`config.mk`:
```
export PLATFORM = sky130hd
export DESIGN_NAME = regfile_sb_flat
export DESIGN_NICKNAME = d
export VERILOG_FILES = /design/src/rtl/regfile_sb_if.sv /design/src/rtl/regfile_sb.sv /design/src/flat_wrapper.sv
export SDC_FILE = /design/constraint.sdc
export NUM_CORES = 1
export LEC_CHECK = 0
export CORE_MARGIN = 2
export CORE_UTILIZATION = 59
export DETAILED_ROUTE_END_ITERATION = 16
export PLACE_DENSITY = 0.8
export SETUP_SLACK_MARGIN = 0.02
export SYNTH_ARGS = -nofsm -noshare
export SYNTH_HDL_FRONTEND = slang
export SYNTH_SLANG_ARGS = --single-unit
export TNS_END_PERCENT = 1
```
`constraint.sdc`:
```
create_clock -name clk -period 2.3 [get_ports clk]
set_clock_uncertainty 0.2 [all_clocks]
set_input_delay 0.46 -clock clk [delete_from_list [all_inputs] [get_ports clk]]
set_output_delay 0.46 -clock clk [all_outputs]
set_load 0.005 [all_outputs]
```
`src/rtl/regfile_sb_if.sv`:
```
// ----------------------------------------------------------------------------
// regfile_sb_if
// Bundles the read, writeback and issue signals of the regfile_sb register file.
//
// Signals:
//   rd0_addr/rd1_addr  read port addresses (master -> slave)
//   rd0_data/rd1_data  combinational read data (slave -> master)
//   rd0_busy/rd1_busy  addressed register has a pending producer (slave -> master)
//   wr_en/wr_addr/wr_data  writeback port (master -> slave)
//   iss_en/iss_addr    an instruction writing iss_addr enters the pipeline
//   sb_err             sticky scoreboard overflow flag (slave -> master)
//
// Modports:
//   master  decode/writeback side that drives the requests
//   slave   the register file
// ----------------------------------------------------------------------------
interface regfile_sb_if #(
   parameter int WIDTH  = 16,
   parameter int ADDR_W = 3
);
   logic [ADDR_W-1:0] rd0_addr;
   logic [WIDTH-1:0]  rd0_data;
   logic              rd0_busy;
   logic [ADDR_W-1:0] rd1_addr;
   logic [WIDTH-1:0]  rd1_data;
   logic              rd1_busy;
   logic              wr_en;
   logic [ADDR_W-1:0] wr_addr;
   logic [WIDTH-1:0]  wr_data;
   logic              iss_en;
   logic [ADDR_W-1:0] iss_addr;
   logic              sb_err;

   modport master (
      output rd0_addr, rd1_addr, wr_en, wr_addr, wr_data, iss_en, iss_addr,
      input  rd0_data, rd0_busy, rd1_data, rd1_busy, sb_err
   );

   modport slave (
      input  rd0_addr, rd1_addr, wr_en, wr_addr, wr_data, iss_en, iss_addr,
      output rd0_data, rd0_busy, rd1_data, rd1_busy, sb_err
   );
endinterface

```
`src/rtl/regfile_sb.sv`:
```
// ----------------------------------------------------------------------------
// regfile_sb
// GPR array for the pipelined LC-3 datapath: two asynchronous read ports, one
// synchronous writeback port, optional writeback-to-read forwarding, and a
// per-register pending-write counter that lets decode detect RAW hazards.
//
// Ports:
//   clk  rising-edge clock
//   rst  synchronous active-high reset (registers, counters, sb_err cleared)
//   bus  regfile_sb_if.slave: read ports, writeback, issue, sb_err
//
// The block never stalls on its own; the consumer gates iss_en on rdN_busy.
// ----------------------------------------------------------------------------
module regfile_sb #(
   parameter int WIDTH  = 16,
   parameter int ADDR_W = 3,
   parameter int CNT_W  = 2,
   parameter int BYPASS = 1
) (
   input logic         clk,
   input logic         rst,
   regfile_sb_if.slave bus
);
   localparam int DEPTH = 1 << ADDR_W;
   localparam logic [CNT_W-1:0] CNT_MAX = {CNT_W{1'b1}};

   logic [WIDTH-1:0] regs_q [DEPTH];
   logic [CNT_W-1:0] cnt_q  [DEPTH];
   logic [CNT_W-1:0] cnt_d  [DEPTH];
   logic             err_q;
   logic             err_d;

   logic             fwd0;
   logic             fwd1;
   logic [CNT_W-1:0] cnt0;
   logic [CNT_W-1:0] cnt1;

   // A writeback hitting the read address is forwarded only when enabled.
   assign fwd0 = (BYPASS != 0) && bus.wr_en && (bus.wr_addr == bus.rd0_addr);
   assign fwd1 = (BYPASS != 0) && bus.wr_en && (bus.wr_addr == bus.rd1_addr);

   assign bus.rd0_data = fwd0 ? bus.wr_data : regs_q[bus.rd0_addr];
   assign bus.rd1_data = fwd1 ? bus.wr_data : regs_q[bus.rd1_addr];

   assign cnt0 = cnt_q[bus.rd0_addr];
   assign cnt1 = cnt_q[bus.rd1_addr];

   // A forwarded writeback retires one producer already this cycle; the
   // cnt!=0 guard keeps an untracked write from wrapping the subtraction.
   assign bus.rd0_busy = (cnt0 - CNT_W'(fwd0 && (cnt0 != '0))) != '0;
   assign bus.rd1_busy = (cnt1 - CNT_W'(fwd1 && (cnt1 != '0))) != '0;

   assign bus.sb_err = err_q;

   always_comb begin
      err_d = err_q;
      for (int i = 0; i < DEPTH; i++) begin
         logic inc;
         logic dec;
         inc      = bus.iss_en && (bus.iss_addr == ADDR_W'(i));
         dec      = bus.wr_en && (bus.wr_addr == ADDR_W'(i)) && (cnt_q[i] != '0);
         cnt_d[i] = cnt_q[i];
         if (inc && !dec) begin
            // Saturate instead of wrapping so busy can never falsely clear.
            if (cnt_q[i] == CNT_MAX) err_d = 1'b1;
            else                     cnt_d[i] = cnt_q[i] + 1'b1;
         end else if (dec && !inc) begin
            cnt_d[i] = cnt_q[i] - 1'b1;
         end
      end
   end

   always_ff @(posedge clk) begin
      if (rst) begin
         for (int i = 0; i < DEPTH; i++) begin
            regs_q[i] <= '0;
            cnt_q[i]  <= '0;
         end
         err_q <= 1'b0;
      end else begin
         if (bus.wr_en) regs_q[bus.wr_addr] <= bus.wr_data;
         for (int i = 0; i < DEPTH; i++) cnt_q[i] <= cnt_d[i];
         err_q <= err_d;
      end
   end
endmodule
```
`src/flat_wrapper.sv`:
```
// flat-port wrapper written by rule: the top's interface ports become plain ports
module regfile_sb_flat 
#(
   parameter int WIDTH  = 16,
   parameter int ADDR_W = 3,
   parameter int CNT_W  = 2,
   parameter int BYPASS = 1
)
  (clk, rst, bus_rd0_addr, bus_rd1_addr, bus_wr_en, bus_wr_addr, bus_wr_data, bus_iss_en, bus_iss_addr, bus_rd0_data, bus_rd0_busy, bus_rd1_data, bus_rd1_busy, bus_sb_err);
  regfile_sb_if #(.WIDTH(WIDTH), .ADDR_W(ADDR_W)) bus_i ();
  input logic clk;
  input logic rst;
  input wire logic [$bits(bus_i.rd0_addr)-1:0] bus_rd0_addr;
  input wire logic [$bits(bus_i.rd1_addr)-1:0] bus_rd1_addr;
  input wire logic [$bits(bus_i.wr_en)-1:0] bus_wr_en;
  input wire logic [$bits(bus_i.wr_addr)-1:0] bus_wr_addr;
  input wire logic [$bits(bus_i.wr_data)-1:0] bus_wr_data;
  input wire logic [$bits(bus_i.iss_en)-1:0] bus_iss_en;
  input wire logic [$bits(bus_i.iss_addr)-1:0] bus_iss_addr;
  output wire logic [$bits(bus_i.rd0_data)-1:0] bus_rd0_data;
  output wire logic [$bits(bus_i.rd0_busy)-1:0] bus_rd0_busy;
  output wire logic [$bits(bus_i.rd1_data)-1:0] bus_rd1_data;
  output wire logic [$bits(bus_i.rd1_busy)-1:0] bus_rd1_busy;
  output wire logic [$bits(bus_i.sb_err)-1:0] bus_sb_err;
  assign bus_i.rd0_addr = bus_rd0_addr;
  assign bus_i.rd1_addr = bus_rd1_addr;
  assign bus_i.wr_en = bus_wr_en;
  assign bus_i.wr_addr = bus_wr_addr;
  assign bus_i.wr_data = bus_wr_data;
  assign bus_i.iss_en = bus_iss_en;
  assign bus_i.iss_addr = bus_iss_addr;
  assign bus_rd0_data = bus_i.rd0_data;
  assign bus_rd0_busy = bus_i.rd0_busy;
  assign bus_rd1_data = bus_i.rd1_data;
  assign bus_rd1_busy = bus_i.rd1_busy;
  assign bus_sb_err = bus_i.sb_err;
  regfile_sb #(.WIDTH(WIDTH), .ADDR_W(ADDR_W), .CNT_W(CNT_W), .BYPASS(BYPASS)) u_core (.clk(clk), .rst(rst), .bus(bus_i));
endmodule
```
==> flow_summary.yaml <==
layout:
  fin_util_pct: 78.1
  layout-drive-gt1-share_pct: 40.9
  antenna_cells: 0
  nNetsFinal: 850
  area_growth_pct: 30.2
  regArea_sq_um: 4190
  fillCellCount: 779
  final_cells: 1013
  multi_input_area_sq_um: 4360
timing:
  maxSlewViolCount: 0
  slew_headroom_pct: 72.5
  rsz0062_at_grt: "yes"
  max_slew.worst_pin.slew_ps: 411
  setup_violations: 34
  max_freq_ghz: 0.374
  min_period_ps: 2670
  hold_viol: 0
  fin_crit_sh_pct: 116
  layout_setup_ws_ps: -371
synth:
  synthArstFlopShare_pct: 0
  synth_flop_cell: "edfxtp_1"
  yosysMostFrequentCell: "and2_1"
  synthDistinctLibCells: 52
  synth_seq_cells: 145
  synth_top_area_share_pct: 44.4
  yosys.area.top_type: "edfxtp_1"
  synth-compound-area-share_pct: 6.16
  synth_xor_area_share_pct: 0.607
  yosys.area_share.adder_pct: 0
  synth_mux_area_share_pct: 22.4
  synthSimpleGateAreaFrac_pct: 18.7
  yosys-top-cells-area: "edfxtp_1 (44%), mux4_2 (19%), and2_1 (9.5%)"
  netlist_instances: 650
  syn-num-nets: 682
  synth_commonest_cells: "and2_1 (132), edfxtp_1 (128), mux4_2 (72), a21oi_1 (55), nor2_1 (48)"
  syn_area_per_cell_sq_um: 13.3
  yosysWarnings: 0
  synth_top_family_by_area: "multiplexers"
  synth_edf_count: 128
  ys_seq_area_share_pct: 48.4
  synthesis.area_sq_um: 8650
floorplan:
  rows: 44
  die_y_um: 125
  core_sq_um: 14400
  start_util_pct: 60.0
  die_x_um: 125
  io_pins: 67
  die_area_sq_um: 15600
placement:
  dp.cells: 951
  port_buffers: 66
  hpwl_um: 16000
  gp_congestion: 0.832
routing:
  drc: 0
  wl_um: 26800
  routed_via_density: 6.76
  ant_nets: 0
  vias: 6843
  drtPass1Iterations: 5
  drt_iter0_markers: 837
  avgRoutedWirePerCell_um: 26.4
power_and_ir_drop:
  swShare_pct: 25.6
  vdd_drop_max_mv: 0.492
  seqPwrFrac_pct: 45.0
  leakagePower_nw: 4.24
  clock_power_share_pct: 36.5
  p_comb_share_pct: 18.5
  internal_power_w: 0.00515
  power.switching_w: 0.00177
  p_per_area_nw_per_um2: 615
clocking:
  cts_tree: "yes"
  path_clk_slew_ps: 60
  cts_made_buffers: 17
  h-tree-depth: 4
  clk_latency_ps: 430
  root_buffer: "clkbuf_16"
  clock_path_buffers: 2
  cts_sinks: 145
worst_setup_path:
  cp_max_fo: 8
  end_kind: "output port"
  worstSetupPathType: "in2out"
  cp.required_ps: 1640
  arrival_ps: 2010
  startpoint_type: "primary input"
global_routing:
  track_usage_pct: 34.3
  grt_max_degree: 21
  overflow: 0
  grt_pass1_wl_um: 40000
  grt_pass1_vias: 7181
  antenna_found_initial: 0
min_path:
  worstHoldPathType: "reg2reg"
status:
  outcome: "complete, but fails checks"
  violations: "negative setup slack"
run:
  drv_cap: 0
-- stage by stage --
step           TNS [ps]  power [W]  worst slack [ps]  cell area [sq um]  hold slack [ps]
6_report          -4890    0.00692              -371              11300              412
5_1_grt           -6250    0.00709              -421              11300              418
4_1_cts           -6020    0.00686              -220              11300              402
3_5_place_dp     -63540    0.00431             -1080              10200              390
3_3_place_gp     -53050    0.00425             -1060              10200              355
2_1_floorplan         0    0.00373              97.7               8650              296
-- cell usage in the layout, fill, tap and decap left out, types with 16 or more instances in the layout --
cell	count
buf_4	91
buf_2	16
mux2i_1	23
clkbuf_16	17
edfxtp_1	128
buf_12	29
clkdlybuf4s50_1	22
dfxtp_1	16
and2_1	132
nor2_1	36
a21oi_1	43
clkbuf_2	17
mux4_2	72
o21ai_0	16
-- critical path, cell delays in order --
cell and delay (ps):
buf_12 90, buf_12 120, buf_16 150, mux4_2 550
mux2i_1 300, a21oi_2 120, clkdlybuf4s15_1 230
-- power groups by stage --
stage          sequential (W)  combinational (W)  clock, W
6_report              0.00312            0.00128   0.00252
5_1_grt               0.00312            0.00134   0.00263
4_1_cts               0.00310            0.00124   0.00252
3_5_place_dp          0.00315            0.00115         0
3_3_place_gp          0.00312            0.00112         0
2_1_floorplan         0.00312           0.000614         0
-- flip-flops by register name (all words and copies together), names as in the netlist --
signal             flops
u_core.regs_q        128
u_core.cnt_q          16
u_core.bus.sb_err      1
-- cells by family after synthesis --
family	count (synthesis)
buffers and inverters	52
AND/OR/NAND/NOR	254
multiplexers	104
flip-flops	145
XOR/XNOR	6
AO/OA/AOI/OAI	89
-- layout make-up --
type	instances	share of cell area [%]
multi-input cells	453	38.7
flip-flops and latches	145	37.2
repair buffers	198	17.3
clock buffers	18	3.81
well taps	184	2.04
clock inverters	12	0.844
inverters	3	0.100
-- per-layer routing --
metal / global-route usage, % / routed length (um)
met1: 40.4 / 9010
met2: 58.1 / 13900
met3: 8.43 / 2640
met4: 18.9 / 1260
met5: 0 / 0
-- path summary, 6_finish.rpt --
path | start | depth (start not counted) | slack, ps | endpoint
setup reg to reg | u_core.cnt_q[6][1] | 5 | 790 | u_core.cnt_q[6][0]
hold / removal | u_core.cnt_q[7][0] | 2 | 410 | u_core.cnt_q[7][0]
hold reg to reg | u_core.cnt_q[7][0] | 2 | 410 | u_core.cnt_q[7][0]
setup / recovery | bus_rd0_addr[0] | 7 | -370 | bus_rd0_data[14]
-- timing repair --
| action | CTS | global route |
|---|---|---|
| pin swaps | 26 | 19 |
| setup endpoints to repair | 34 | 34 |
| resized for setup | 162 | 50 |
| setup buffers | 27 | 1 |
| hold endpoints to repair | 0 | 0 |
| cloned | 4 | 0 |
| hold buffers | 0 | 0 |
Note: power is estimated with default switching activity, not from simulation.
